File: src/rtl/edge_filter_pkg.sv
// Shared defaults and helpers for the edge filter bank.
// Holds the default parameter values and the filter-counter width function.
package edge_filter_pkg;

  localparam int   DEF_CHANNELS    = 4;
  localparam int   DEF_SYNC_STAGES = 2;
  localparam int   DEF_FILT_LEN    = 3;
  localparam logic DEF_RESET_LEVEL = 1'b0;
  localparam int   DEF_CNT_W       = 8;

  // The counter must be able to hold FILT_LEN-1.
  // Sizing it to clog2(FILT_LEN+1) keeps at least one bit when FILT_LEN=1.
  function automatic int filt_cnt_w(input int filt_len);
    return (filt_len < 1) ? 1 : $clog2(filt_len + 1);
  endfunction

endpackage

File: src/rtl/edge_filter_chan.sv
// One channel: synchroniser, glitch filter, polarity-aware edge detector,
// sticky pending flag and optional saturating edge counter (EDGE_FILTER_BANK_COUNT_EN).
module edge_filter_chan
  import edge_filter_pkg::*;
#(
  parameter int   SYNC_STAGES = DEF_SYNC_STAGES,
  parameter int   FILT_LEN    = DEF_FILT_LEN,
  parameter logic RESET_LEVEL = DEF_RESET_LEVEL,
  parameter int   CNT_W       = DEF_CNT_W
) (
  input  logic             clk,
  input  logic             rst_n,
  input  logic             signal,
  input  logic             cpol,
  input  logic             clear,
  output logic             level,
  output logic             positive_edge,
  output logic             negative_edge,
`ifdef EDGE_FILTER_BANK_COUNT_EN
  output logic [CNT_W-1:0] edge_count,
`endif
  output logic             pending
);

  localparam int             FCW       = filt_cnt_w(FILT_LEN);
  localparam logic [FCW-1:0] FILT_LAST = FCW'(FILT_LEN - 1);

  logic [SYNC_STAGES-1:0] sync_reg;
  logic                   sync_out;
  logic [FCW-1:0]         filt_cnt_reg, filt_cnt_next;
  logic                   level_reg, level_next;
  logic                   toggle;
  logic                   pos_reg, pos_next;
  logic                   neg_reg, neg_next;
  logic                   pending_reg, pending_next;

  assign sync_out = sync_reg[SYNC_STAGES-1];

  always_ff @(posedge clk or negedge rst_n) begin
    if (!rst_n) begin
      sync_reg <= {SYNC_STAGES{RESET_LEVEL}};
    end else begin
      sync_reg <= {sync_reg[SYNC_STAGES-2:0], signal};
    end
  end

  // Level only moves once the synchronised input has disagreed for FILT_LEN edges.
  always_comb begin
    filt_cnt_next = '0;
    toggle        = 1'b0;
    if (sync_out != level_reg) begin
      if (filt_cnt_reg == FILT_LAST) begin
        toggle = 1'b1;
      end else begin
        filt_cnt_next = filt_cnt_reg + FCW'(1);
      end
    end
    level_next = level_reg ^ toggle;
  end

  // cpol is applied to the new level on the toggle edge, so only later pulses see a change.
  always_comb begin
    pos_next     = toggle & (level_next ^ cpol);
    neg_next     = toggle & ~(level_next ^ cpol);
    pending_next = pos_reg | neg_reg | (pending_reg & ~clear);
  end

  always_ff @(posedge clk or negedge rst_n) begin
    if (!rst_n) begin
      filt_cnt_reg <= '0;
      level_reg    <= RESET_LEVEL;
      pos_reg      <= 1'b0;
      neg_reg      <= 1'b0;
      pending_reg  <= 1'b0;
    end else begin
      filt_cnt_reg <= filt_cnt_next;
      level_reg    <= level_next;
      pos_reg      <= pos_next;
      neg_reg      <= neg_next;
      pending_reg  <= pending_next;
    end
  end

  assign level         = level_reg;
  assign positive_edge = pos_reg;
  assign negative_edge = neg_reg;
  assign pending       = pending_reg;

`ifdef EDGE_FILTER_BANK_COUNT_EN
  logic [CNT_W-1:0] cnt_reg, cnt_next;

  // A clear coinciding with a pulse restarts the count at one.
  always_comb begin
    cnt_next = cnt_reg;
    if (clear) begin
      cnt_next = CNT_W'(pos_reg);
    end else if (pos_reg && (cnt_reg != {CNT_W{1'b1}})) begin
      cnt_next = cnt_reg + CNT_W'(1);
    end
  end

  always_ff @(posedge clk or negedge rst_n) begin
    if (!rst_n) begin
      cnt_reg <= '0;
    end else begin
      cnt_reg <= cnt_next;
    end
  end

  assign edge_count = cnt_reg;
`endif

endmodule

File: src/rtl/edge_filter_bank.sv
// Bank of independent filtered edge detectors, one edge_filter_chan per channel.
// Define EDGE_FILTER_BANK_COUNT_EN to add the per-channel edge_count outputs.
module edge_filter_bank
  import edge_filter_pkg::*;
#(
  parameter int   CHANNELS    = DEF_CHANNELS,
  parameter int   SYNC_STAGES = DEF_SYNC_STAGES,
  parameter int   FILT_LEN    = DEF_FILT_LEN,
  parameter logic RESET_LEVEL = DEF_RESET_LEVEL,
  parameter int   CNT_W       = DEF_CNT_W
) (
  input  logic                      clk,
  input  logic                      rst_n,
  input  logic [CHANNELS-1:0]       signal,
  input  logic [CHANNELS-1:0]       cpol,
  input  logic [CHANNELS-1:0]       clear,
  output logic [CHANNELS-1:0]       level,
  output logic [CHANNELS-1:0]       positive_edge,
  output logic [CHANNELS-1:0]       negative_edge,
`ifdef EDGE_FILTER_BANK_COUNT_EN
  output logic [CHANNELS*CNT_W-1:0] edge_count,
`endif
  output logic [CHANNELS-1:0]       pending
);

  generate
    if (SYNC_STAGES < 2) begin : g_bad_sync
      $error("edge_filter_bank: SYNC_STAGES must be >= 2");
    end
    if (FILT_LEN < 1) begin : g_bad_filt
      $error("edge_filter_bank: FILT_LEN must be >= 1");
    end
    if (CHANNELS < 1) begin : g_bad_chan
      $error("edge_filter_bank: CHANNELS must be >= 1");
    end
    if (CNT_W < 1) begin : g_bad_cnt
      $error("edge_filter_bank: CNT_W must be >= 1");
    end
  endgenerate

  generate
    for (genvar gi = 0; gi < CHANNELS; gi++) begin : g_chan
      edge_filter_chan #(
        .SYNC_STAGES (SYNC_STAGES),
        .FILT_LEN    (FILT_LEN),
        .RESET_LEVEL (RESET_LEVEL),
        .CNT_W       (CNT_W)
      ) u_chan (
        .clk           (clk),
        .rst_n         (rst_n),
        .signal        (signal[gi]),
        .cpol          (cpol[gi]),
        .clear         (clear[gi]),
        .level         (level[gi]),
        .positive_edge (positive_edge[gi]),
        .negative_edge (negative_edge[gi]),
`ifdef EDGE_FILTER_BANK_COUNT_EN
        .edge_count    (edge_count[gi*CNT_W +: CNT_W]),
`endif
        .pending       (pending[gi])
      );
    end
  endgenerate

endmodule

File: config.mk
export PLATFORM = sky130hd
export DESIGN_NAME = edge_filter_bank
export DESIGN_NICKNAME = d
export VERILOG_FILES = /design/src/rtl/edge_filter_pkg.sv /design/src/rtl/edge_filter_chan.sv /design/src/rtl/edge_filter_bank.sv
export SDC_FILE = /design/constraint.sdc
export NUM_CORES = 1
export LEC_CHECK = 0
export BUFFER_PORTS_ARGS = -buffer_cell sky130_fd_sc_hd__buf_2
export CAP_MARGIN = 30
export CORE_MARGIN = 2
export CORE_UTILIZATION = 46
export DETAILED_ROUTE_END_ITERATION = 12
export GPL_TIMING_DRIVEN = 0
export HOLD_SLACK_MARGIN = 0.05
export PLACE_DENSITY = 0.66
export SETUP_SLACK_MARGIN = 0.4
export SYNTH_ARGS = -nofsm -noshare
export SYNTH_HDL_FRONTEND = slang
export SYNTH_SLANG_ARGS = --single-unit
File: constraint.sdc
create_clock -name clk -period 2.99 [get_ports clk]
set_input_delay 0.598 -clock clk [delete_from_list [all_inputs] [get_ports clk]]
set_output_delay 0.598 -clock clk [all_outputs]
set_load 0.02 [all_outputs]
==> results of run 1 <==
-- metrics by stage --
step / std cells / util, %
CTS: 172 / 56.8
detailed placement: 164 / 54.6
finish: 172 / 56.8
global placement: 164 / 54.6
global route: 172 / 56.8
floorplan: 104 / -
-- synthesized netlist by cell type --
cell / count
nor3b_1: 4
xnor2_1: 4
nand3b_1: 8
nor3_1: 4
dfrtp_1: 32
o21ai_0: 4
buf_4: 16
a21oi_1: 8
inv_1: 4
or3b_1: 8
nor2_1: 4
nand2b_1: 4
mux2_2: 4
-- metal layers --
| layer | global-route usage [%] | vias to the layer above | share of wire [%] | routed length, um |
|---|---|---|---|---|
| met5 | 0 | - | 0 | 0 |
| met1 | 14.7 | 386 | 37 | 709 |
| met2 | 24.5 | 26 | 54 | 1020 |
| met4 | 8.97 | 0 | 1.6 | 31 |
| li1 | - | 410 | - | - |
| met3 | 4.99 | 4 | 6.8 | 129 |
-- cell type report --
type / instances / area share (%)
clock buffers: 8 / 3.82
repair buffers: 29 / 9.43
multi-input cells: 52 / 23.4
plain buffers: 16 / 7.80
inverters: 4 / 0.976
well taps: 31 / 2.52
flip-flops and latches: 32 / 52.0
-- power by group through the flow --
stage | registers [mW] | logic [mW] | clock network, mW
2_1_floorplan | 0.622 | 0.332 | 0
3_3_place_gp | 0.636 | 0.412 | 0
3_5_place_dp | 0.648 | 0.427 | 0
4_1_cts | 0.640 | 0.428 | 0.257
5_1_grt | 0.663 | 0.462 | 0.282
6_report | 0.637 | 0.419 | 0.245
-- critical path, delay by kind of cell (launching register included) --
family / cells / cell delay [ns]
flops: 1 / 0.45
buf+inv: 2 / 0.30
-- how the worst min path moves through the flow --
stage	from	endpoint	slack, ns	cells after the start
CTS	rst_n	g_chan[1].u_chan.pending	0.32	1
global placement	g_chan[2].u_chan.sync_reg[0]	g_chan[2].u_chan.sync_reg[1]	0.33	0
global route	rst_n	g_chan[1].u_chan.pending	0.34	1
floorplan	rst_n	g_chan[0].u_chan.filt_cnt_reg[0]	0.30	0
finish	rst_n	g_chan[1].u_chan.negative_edge	0.30	1
detailed placement	g_chan[2].u_chan.sync_reg[0]	g_chan[2].u_chan.sync_reg[1]	0.34	0
-- cell families (layout without fill, tap and decap cells) --
family | after synthesis | after routing | share of synthesized area [%]
AOI/OAI and AO/OA | 12 | 12 | 4.63
xor gates and xnor gates | 4 | 4 | 2.70
buffers and inverters | 20 | 57 | 10.4
DFF | 32 | 32 | 61.8
muxes | 4 | 4 | 3.47
and+or+nand+nor | 32 | 32 | 17.0
==> results.py, run 1 <==
metrics = {
    "placement": {
        "place.gp.congestion": 0.652,
        "io_buffers": 29,
        "place_ws_ns": 1.60,
        "dp_hpwl_mm": 1.43,
        "placed_area_um2": 1480,
    },
    "sta": {
        "tightest_slew_ns": 0.664,
        "setup_tns_ns": 0,
        "fmax_mhz": 599,
        "grt_setup_unrepaired": "no",
        "finalSetupViolCount": 0,
        "slew_headroom_pct": 55.7,
        "finalHoldViolations": 0,
        "drv_slew": 0,
        "fin_worst_skew_ns": 0.00624,
        "setup_slack_ns": 1.32,
        "fin_hold_ws_ns": 0.305,
        "min_period_ns": 1.67,
        "finalCritPeriodShare_pct": 55.9,
    },
    "setup_path": {
        "critPathLaunch": "g_chan[1].u_chan.level",
        "critPathKind": "reg2out",
        "critPathCapture": "level[1]",
        "path_cells": "buf_4 -> buf_2",
        "crit_slowest_cell": "dfrtp_1",
        "max_stage_delay_ns": 0.45,
        "worst_r2r_path_depth": 2,
        "path_max_fanout": 7,
        "r2r-start": "g_chan[1].u_chan.sync_reg[1]",
        "arrival_ns": 1.07,
        "crit_required_ns": 2.39,
        "end_kind": "output pin",
        "start_kind": "register",
        "rrSetupSlack_ns": 1.87,
        "r2r-end": "g_chan[1].u_chan.negative_edge",
    },
    "cts": {
        "postCtsSetupBuffers": 0,
        "cts_root_buf": "clkbuf_4",
        "clkLatencyLatePin_ns": 0.32,
        "clk_pin_slew_ns": 0.09,
        "h-tree-depth": 2,
        "cts.sinks": 32,
        "ctsResizeCount": 0,
        "ctsHoldBuffers": 0,
        "cts_buffer_depth": 2,
        "cts_buffers": 5,
        "tritoncts": "done",
    },
    "detailed_routing": {
        "routed-via-count": 826,
        "drtPass1Iterations": 2,
        "drc": 0,
        "wl_per_cell_um": 11.0,
        "wl_mm": 1.89,
        "drtAntennaViolNets": 0,
        "drt-initial-drc-count": 14,
        "via_per_inst": 4.80,
    },
    "power_and_ir_drop": {
        "ir_worst_vdd_mv": 0.463,
        "p_leak_nw": 0.758,
        "p_sw_share_pct": 31.9,
        "seqPwrFrac_pct": 49.0,
        "p_comb_share_pct": 32.2,
        "fin_total_pwr_mw": 1.30,
        "cellPowerDensity_nw_per_um2": 845,
        "p_clk_share_pct": 18.8,
        "net-switching-power_mw": 0.415,
        "intPower_mw": 0.886,
    },
    "global_routing": {
        "overflow": 0,
        "grt_pass1_vias": 802,
        "grt_pass1_wl_mm": 3.37,
        "track_usage_pct": 14.2,
        "grt_max_degree": 33,
        "antenna_found_initial": 0,
    },
    "synthesis": {
        "yosysWarnings": 0,
        "seq_area_frac_synth_pct": 61.8,
        "synth_area_um2": 1300,
        "synth_area_leaders": "dfrtp_1 (62%), buf_4 (9.3%), or3b_1 (5.4%), nand3b_1 (4.6%), mux2_2 (3.5%)",
        "avgSynthCellArea_um2": 12.5,
        "syn_nets": 118,
        "synth_top_cell_area_share_pct": 61.8,
        "synth.distinct_cells": 13,
        "synthCells": 104,
        "ys_seq_elements": 32,
        "synth_top_cell_by_area": "dfrtp_1",
    },
    "floorplan": {
        "die_h_um": 57.1,
        "chipWidth_um": 57.1,
        "ios": 30,
        "dieArea_um2": 3260,
        "core_area_um2": 2710,
        "start_util_pct": 47.8,
        "row_count": 19,
    },
    "min_path": {
        "hold_path.class": "in2async",
    },
    "cells_and_area": {
        "layout_common_cells": "dfrtp_1 (32), buf_2 (29), buf_4 (16)",
        "multi_input_area_um2": 360,
        "fillCellCount": 262,
        "final_common_cell": "dfrtp_1",
        "drive_above_1_share_pct": 39.0,
        "register_area_um2": 801,
        "nets": 154,
        "stdcell_area_um2": 1540,
        "syn2layout_area_growth_pct": 18.7,
        "num_antenna_cells": 0,
    },
    "job": {
        "maxCapViolations": 0,
    },
    "run_status": {
        "status": "completed",
    },
}
No activity file was read; power rests on OpenSTA's default activity.
==> inputs of run 2 (changes only) <==
- PLACE_DENSITY: 0.66 -> 0.69
- clock period: 2.99 -> 1.53 ns (I/O delays scaled with it)
==> results.py, run 2 (synthesized netlist as in run 1, its figures left out) <==
metrics = {
    "run_status": {
        "status": "completed",
    },
    "placement": {
        "dpl.cell_count": 164,
        "place_ws_ns": 0.470,
        "place.gp.congestion": 0.668,
        "io_buffers": 29,
        "dp_hpwl_mm": 1.41,
        "placed_area_um2": 1480,
    },
    "power_and_ir_drop": {
        "p_leak_nw": 0.848,
        "fin_total_pwr_mw": 3.03,
        "cellPowerDensity_nw_per_um2": 1660,
        "ir_worst_vdd_mv": 1.14,
    },
    "cells_and_area": {
        "nets": 165,
        "num_antenna_cells": 0,
        "syn2layout_area_growth_pct": 41.1,
        "final_common_cell": "buf_6",
        "finalNonFillerCells": 183,
        "drive_above_1_share_pct": 50.0,
        "layout_common_cells": "buf_6 (35), dfrtp_1 (30), buf_2 (12)",
        "register_area_um2": 803,
        "multi_input_area_um2": 389,
        "fillCellCount": 203,
        "stdcell_area_um2": 1830,
    },
    "sta": {
        "tightest_slew_ns": 0.418,
        "finalSetupViolCount": 0,
        "setup_tns_ns": 0,
        "drv_slew": 0,
        "slew_headroom_pct": 72.1,
        "setup_slack_ns": 0.210,
        "finalCritPeriodShare_pct": 86.3,
        "fin_worst_skew_ns": 0.00641,
        "finalHoldViolations": 0,
        "fmax_mhz": 757,
        "min_period_ns": 1.32,
        "grt_setup_unrepaired": "yes",
    },
    "floorplan": {
        "row_count": 19,
        "core_area_um2": 2710,
        "dieArea_um2": 3260,
        "start_util_pct": 47.8,
        "die_h_um": 57.1,
        "ios": 30,
        "chipWidth_um": 57.1,
    },
    "setup_path": {
        "rrSetupSlack_ns": 0.38,
        "critPathKind": "reg2out",
        "start_kind": "register",
        "path_max_fanout": 5,
        "crit_required_ns": 1.22,
        "end_kind": "output pin",
        "arrival_ns": 1.01,
    },
    "min_path": {
        "hold_path.class": "in2reg",
    },
    "detailed_routing": {
        "via_per_inst": 4.87,
        "wl_mm": 2.31,
        "drc": 0,
        "drtPass1Iterations": 4,
        "wl_per_cell_um": 12.6,
        "drtAntennaViolNets": 0,
        "routed-via-count": 892,
        "drt-initial-drc-count": 11,
    },
    "job": {
        "maxCapViolations": 0,
    },
    "cts": {
        "cts_buffers": 5,
        "h-tree-depth": 2,
        "tritoncts": "done",
        "cts.sinks": 32,
        "cts_buffer_depth": 2,
        "clkLatencyLatePin_ns": 0.34,
        "clk_pin_slew_ns": 0.08,
        "cts_root_buf": "clkbuf_4",
    },
    "global_routing": {
        "top_usage_layer": "met2",
        "grt_max_degree": 33,
        "grt_util_met1_pct": 16.6,
        "antenna_found_initial": 0,
        "grtUsageMet2_pct": 27.1,
        "track_usage_pct": 15.9,
        "gr-usage-met3_pct": 4.99,
        "overflow": 0,
        "grt_pass1_wl_mm": 3.71,
        "grt_pass1_vias": 849,
    },
}
==> run 2: cell types whose count changed in the layout (fill, tap and decap cells not counted), moves of 2 or more <==
cell	change
buf_6	+35
buf_2	-17
buf_4	-9
a21oi_1	-5
a21oi_2	+5
or3b_1	-4
or3b_4	+4
dfrtp_1	-2
dfrtp_2	+2
==> run 2: cell type report <==
type,count,share of cell area [%]
buffer,16,9.85
clock buffer,8,3.21
inverter,4,0.821
multi-input combinational,52,21.3
sequential,32,43.9
tap,31,2.12
timing repair buffer,40,18.8
==> run 2: what timing repair did <==
| item | 4_1_cts | 5_1_grt |
|---|---|---|
| gates resized for setup | 47 | 16 |
| setup endpoints to repair | 16 | 24 |
| endpoints found under the hold margin | 32 | 0 |
| hold buffers | 1 | 0 |
| pin swaps | 0 | 7 |
| setup buffers | 5 | 5 |
==> run 2: worst paths after layout <==
kind                                              start  cells after the start                             end
setup / recovery                 g_chan[2].u_chan.level                      2                        level[2]
hold reg to reg            g_chan[0].u_chan.sync_reg[0]                      0    g_chan[0].u_chan.sync_reg[1]
hold / removal                                signal[2]                      1    g_chan[2].u_chan.sync_reg[0]
max in group asynchronous                         rst_n                      2          g_chan[2].u_chan.level
min in group asynchronous                         rst_n                      2        g_chan[2].u_chan.pending
setup reg to reg                 g_chan[1].u_chan.level                      3  g_chan[1].u_chan.positive_edge
==> run 2: power by group <==
part	total [mW]	leakage (nW)	internal, mW	switching (mW)
combinational	1.30	0.407	0.790	0.507
sequential	1.23	0.409	1.06	0.168
clock	0.499	0.0326	0.226	0.273
==> run 2: critical path: stages (launching register included) <==
cell and delay, ns:
dfrtp_2 0.44, buf_6 0.12, buf_6 0.12
==> run 2: through the flow <==
stage / hold WS (ns) / util [%]
after floorplan: 0.0104 / -
after global placement: 0.333 / 54.6
after detailed placement: 0.336 / 54.6
after CTS: 0.0611 / 64.2
after global routing: 0.0559 / 67.5
final: 0.0711 / 67.5
==> run 2: per-layer routing <==
metal / share of wire (%) / vias to the layer above
met5: 0 / -
met4: 3.2 / 0
met3: 5.1 / 7
met2: 52 / 20
met1: 39 / 436
li1: - / 429
